## src/rtl/an_encoder_seq.sv

```systemverilog
// Sequential AN-code encoder: computes (A*N mod 2^W) ^ err_mask by shift-and-add,
// one data bit per cycle, with an overflow flag for A*N >= 2^W.
module an_encoder_seq #(
  parameter int A = 19,
  parameter int K = 4,
  parameter int W = 9
) (
  input  logic         clk,
  input  logic         rst,
  input  logic         in_valid,
  output logic         in_ready,
  input  logic [K-1:0] data_in,
  input  logic [W-1:0] err_mask,
  output logic         out_valid,
  input  logic         out_ready,
  output logic [W-1:0] code_out,
  output logic         ovf
);
  localparam int CW = (K > 1) ? $clog2(K) : 1;
  localparam int SW = W + 1 + K;

  typedef enum logic [1:0] {IDLE, CALC, DONE} state_t;
  state_t state, state_nxt;

  logic [K-1:0]  d;
  logic [W-1:0]  m;
  logic [W:0]    acc;
  logic [CW-1:0] i;
  logic          ovf_q;
  logic [SW-1:0] addend, sum;
  logic          last, accept;

  assign last   = (i == CW'(K-1));
  assign accept = in_valid && in_ready;
  assign addend = SW'(A) << i;
  assign sum    = {{K{1'b0}}, acc} + (d[0] ? addend : '0);

  always_ff @(posedge clk) begin
    if (rst) state <= IDLE;
    else     state <= state_nxt;
  end

  always_comb begin
    state_nxt = state;
    case (state)
      IDLE:    if (accept) state_nxt = CALC;
      CALC:    if (last) state_nxt = DONE;
      DONE:    if (out_valid && out_ready) state_nxt = IDLE;
      default: state_nxt = IDLE;
    endcase
  end

  always_comb begin
    in_ready  = (state == IDLE) && !rst;
    out_valid = (state == DONE) && !rst;
    code_out  = '0;
    ovf       = 1'b0;
    if (out_valid) begin
      code_out = acc[W-1:0] ^ m;
      ovf      = ovf_q | acc[W];
    end
  end

  // Bits above W are folded into a sticky flag; bit W stays in ACC.
  always_ff @(posedge clk) begin
    if (rst) begin
      d     <= '0;
      m     <= '0;
      acc   <= '0;
      i     <= '0;
      ovf_q <= 1'b0;
    end else begin
      case (state)
        IDLE: if (accept) begin
          d     <= data_in;
          m     <= err_mask;
          acc   <= '0;
          i     <= '0;
          ovf_q <= 1'b0;
        end
        CALC: begin
          acc   <= sum[W:0];
          ovf_q <= ovf_q | (|sum[SW-1:W+1]);
          d     <= d >> 1;
          i     <= i + 1'b1;
        end
        default: ;
      endcase
    end
  end
endmodule

```

## config.mk

```make
export PLATFORM = sky130hd
export DESIGN_NAME = an_encoder_seq
export DESIGN_NICKNAME = d
export VERILOG_FILES = /design/src/rtl/an_encoder_seq.sv
export SDC_FILE = /design/constraint.sdc
export NUM_CORES = 1
export LEC_CHECK = 0
export BUFFER_PORTS_ARGS = -buffer_cell sky130_fd_sc_hd__buf_2
export CORE_MARGIN = 2
export CORE_UTILIZATION = 53
export CTS_CLUSTER_SIZE = 12
export DETAILED_ROUTE_END_ITERATION = 16
export PLACE_DENSITY = 0.78
export SLEW_MARGIN = 20
export SYNTH_ARGS = -nofsm -noshare
export SYNTH_HDL_FRONTEND = slang
export SYNTH_SLANG_ARGS = --single-unit
```

## constraint.sdc

```tcl
create_clock -name clk -period 3 [get_ports clk]
set_input_delay 0.6 -clock clk [delete_from_list [all_inputs] [get_ports clk]]
set_output_delay 0.6 -clock clk [all_outputs]
set_load 0.01 [all_outputs]
```

==> flow_metrics.tcl <==
set metrics [dict create \
    outcome "finished clean" \
    hold_violations 0 \
    cp-start-kind "flop" \
    ctsRootBufferMaster "clkbuf_4" \
    clk_path_buf_depth 2 \
    synth_top_area_share 0.330 \
    synthTopCellsByCount "nand2_1, dfxtp_1, nor2_1" \
    use_met3 0.0192 \
    maxSlewHeadroom 0.544 \
    postSynthAreaPerCell_um2 7.90 \
    met2_usage 0.343 \
    critical_path_required_ps 3280 \
    ios 29 \
    synth_most_common_cell "nand2_1" \
    filler_cell_count 309 \
    synth_edf_count 0 \
    hold_class "in -> reg" \
    top_usage_layer "met2" \
    maxCapViolations 0 \
    critPathKind "reg -> reg" \
    core_um2 3050 \
    vias 1489 \
    cp.arrival_ps 2700 \
    cts_tree "built" \
    die_area_um2 3670 \
    io_buffers 28 \
    async_reset_ff_frac 0 \
    detail_route.wirelength_um 3360 \
    ctsHoldBuffers 0 \
    ys_seq_area_frac 0.330 \
    drt_iter0_drc 44 \
    place_area_um2 1840 \
    finalNetCount 267 \
    peakVddDrop_mv 0.268 \
    postRouteAntennaNets 0 \
    yosysTopAreaCell "dfxtp_1" \
    cts_buffers 3 \
    syn_nets 245 \
    p_leak_nw 0.829 \
    synth_cells 215 \
    postCtsSetupBuffers 0 \
    die-width_um 60.6 \
    hpwl_um 2370 \
    gp_congestion 0.804 \
    syn2layout_area_growth_pct 9.57 \
    fin_worst_skew_ps 5.44 \
    layout_min_cycle_time_ps 2420 \
    ys_seq_elements 28 \
    initial_core_util 0.557 \
    synth_cell_types 42 \
    finalCritPeriodShare 0.806 \
    tns_ps 0 \
    drc 0 \
    whs_ps 433 \
    path_max_fanout 5 \
    grt_max_degree 35 \
    grt_pass1_vias 1255 \
    wire_per_inst_um 12.0 \
    dr.pass1.iters 4 \
    power.density_nw_per_um2 345 \
    rsz0062_at_grt "false" \
    clock_latency_ps 330 \
    h-tree-depth 1 \
    grt.overflow.total 0 \
    antennaDiodeCount 0 \
    setup_viol 0 \
    drive_above_1_share 0.170 \
    globalRouteMet1Util 0.248 \
    antenna_found_initial 0 \
    max_freq_ghz 0.413 \
    synth-main-ff-cell "dfxtp_1" \
    cp-end-kind "flop" \
    grt_pass1_wl_um 5430 \
    clk_pin_slew_worst_paths_ps 150 \
    routed_via_density 5.34 \
    synthTopCellsByArea "dfxtp_1, ha_1, nand2_1, a21oi_1, nor2_1" \
    design_area_um2 1860 \
    cts.sinks 28 \
    cts-resized-gates 0 \
    yosys_warnings 0 \
    die_y_um 60.6 \
    syn_area_um2 1700 \
    tightest_slew_ps 683 \
    rows 20 \
    gr-usage-all-layers 0.195 \
    drv_slew 0 \
]
-- power breakdown --
part / leakage, nW / switching (W) / internal, W / total, W
Sequential: 0.228 / 0.0000125 / 0.000387 / 0.000399
Clock: 0.0138 / 0.000111 / 0.0000472 / 0.000159
Combinational: 0.587 / 0.0000489 / 0.0000362 / 0.0000851
Total: 0.829 / 0.000173 / 0.000470 / 0.000643
-- cell type report --
type,instances,area [µm²],area share
Multi-Input combinational cell,165,1040,0.558
Sequential cell,28,561,0.301
Timing Repair Buffer,29,148,0.0793
Tap cell,44,55.1,0.0296
Inverter,10,37.5,0.0202
Clock buffer,3,22.5,0.0121
-- cell families (layout without fill, tap and decap cells) --
kind of cell / after synthesis / after routing / synth area share
multiplexers: 2 / 2 / 0.0125
XOR/XNOR: 12 / 12 / 0.0619
flip-flops: 28 / 28 / 0.330
AO/OA/AOI/OAI: 35 / 35 / 0.133
AND/OR/NAND/NOR: 103 / 103 / 0.304
adder cells (fa/ha/maj): 13 / 13 / 0.100
buffers and inverters: 22 / 42 / 0.0589
-- sequential cells by signal (all words and copies together) (netlist names) --
register  flops
acc          10
m             9
d             4
i             2
state         2
ovf_q         1
-- final timing paths --
kind                              end  cells past startpoint  slack [ps]         startpoint
hold reg to reg     d[1]$_SDFFE_PP0P_                      2         460  d[1]$_SDFFE_PP0P_
setup / recovery  acc[6]$_SDFFE_PP0P_                     11         580  i[1]$_SDFFE_PP0P_
hold / removal      m[4]$_SDFFE_PP0P_                      3         430        err_mask[4]
setup reg to reg  acc[6]$_SDFFE_PP0P_                     11         580  i[1]$_SDFFE_PP0P_
-- metal layers --
layer  up-vias  share of wire
li1        773              -
met3         5          0.044
met1       679           0.47
met5         -              0
met4         0          0.012
met2        32           0.47
-- layout by cell type (no fill, tap or decap), types with 2 or more instances in the layout --
cell type | Yosys | final
nand2b_1 | 2 | 2
inv_1 | 10 | 10
a21o_1 | 2 | 2
xnor2_1 | 9 | 9
a31oi_1 | 2 | 2
buf_2 | 5 | 28
clkbuf_4 | 0 | 3
nor2_1 | 22 | 22
nand4b_1 | 2 | 2
nor2b_1 | 2 | 2
dfxtp_1 | 28 | 28
a22oi_1 | 4 | 4
xor2_1 | 3 | 3
a21oi_1 | 18 | 18
nand2_1 | 34 | 34
ha_1 | 12 | 12
nand3b_1 | 9 | 9
and2_1 | 7 | 7
nor3_1 | 4 | 4
nand3_1 | 13 | 13
-- critical path: stages (launching register included) --
cell,delay (ps)
dfxtp_1,370
inv_1,110
ha_1,150
and2_1,120
ha_1,160
inv_1,60
fa_1,380
nand2b_1,190
a21oi_2,200
a31oi_1,130
or4_1,420
nand3_1,90
-- through the flow --
stage	total power, W	utilization	cells	setup WS, ps
after global placement	0.000491	0.602	276	675
after CTS	0.000642	0.610	279	560
after floorplan	0.000471	-	215	840
after detailed placement	0.000494	0.602	276	625
final	0.000643	0.610	279	581
after global routing	0.000665	0.610	279	362
Power figures use the tool's default switching activity.
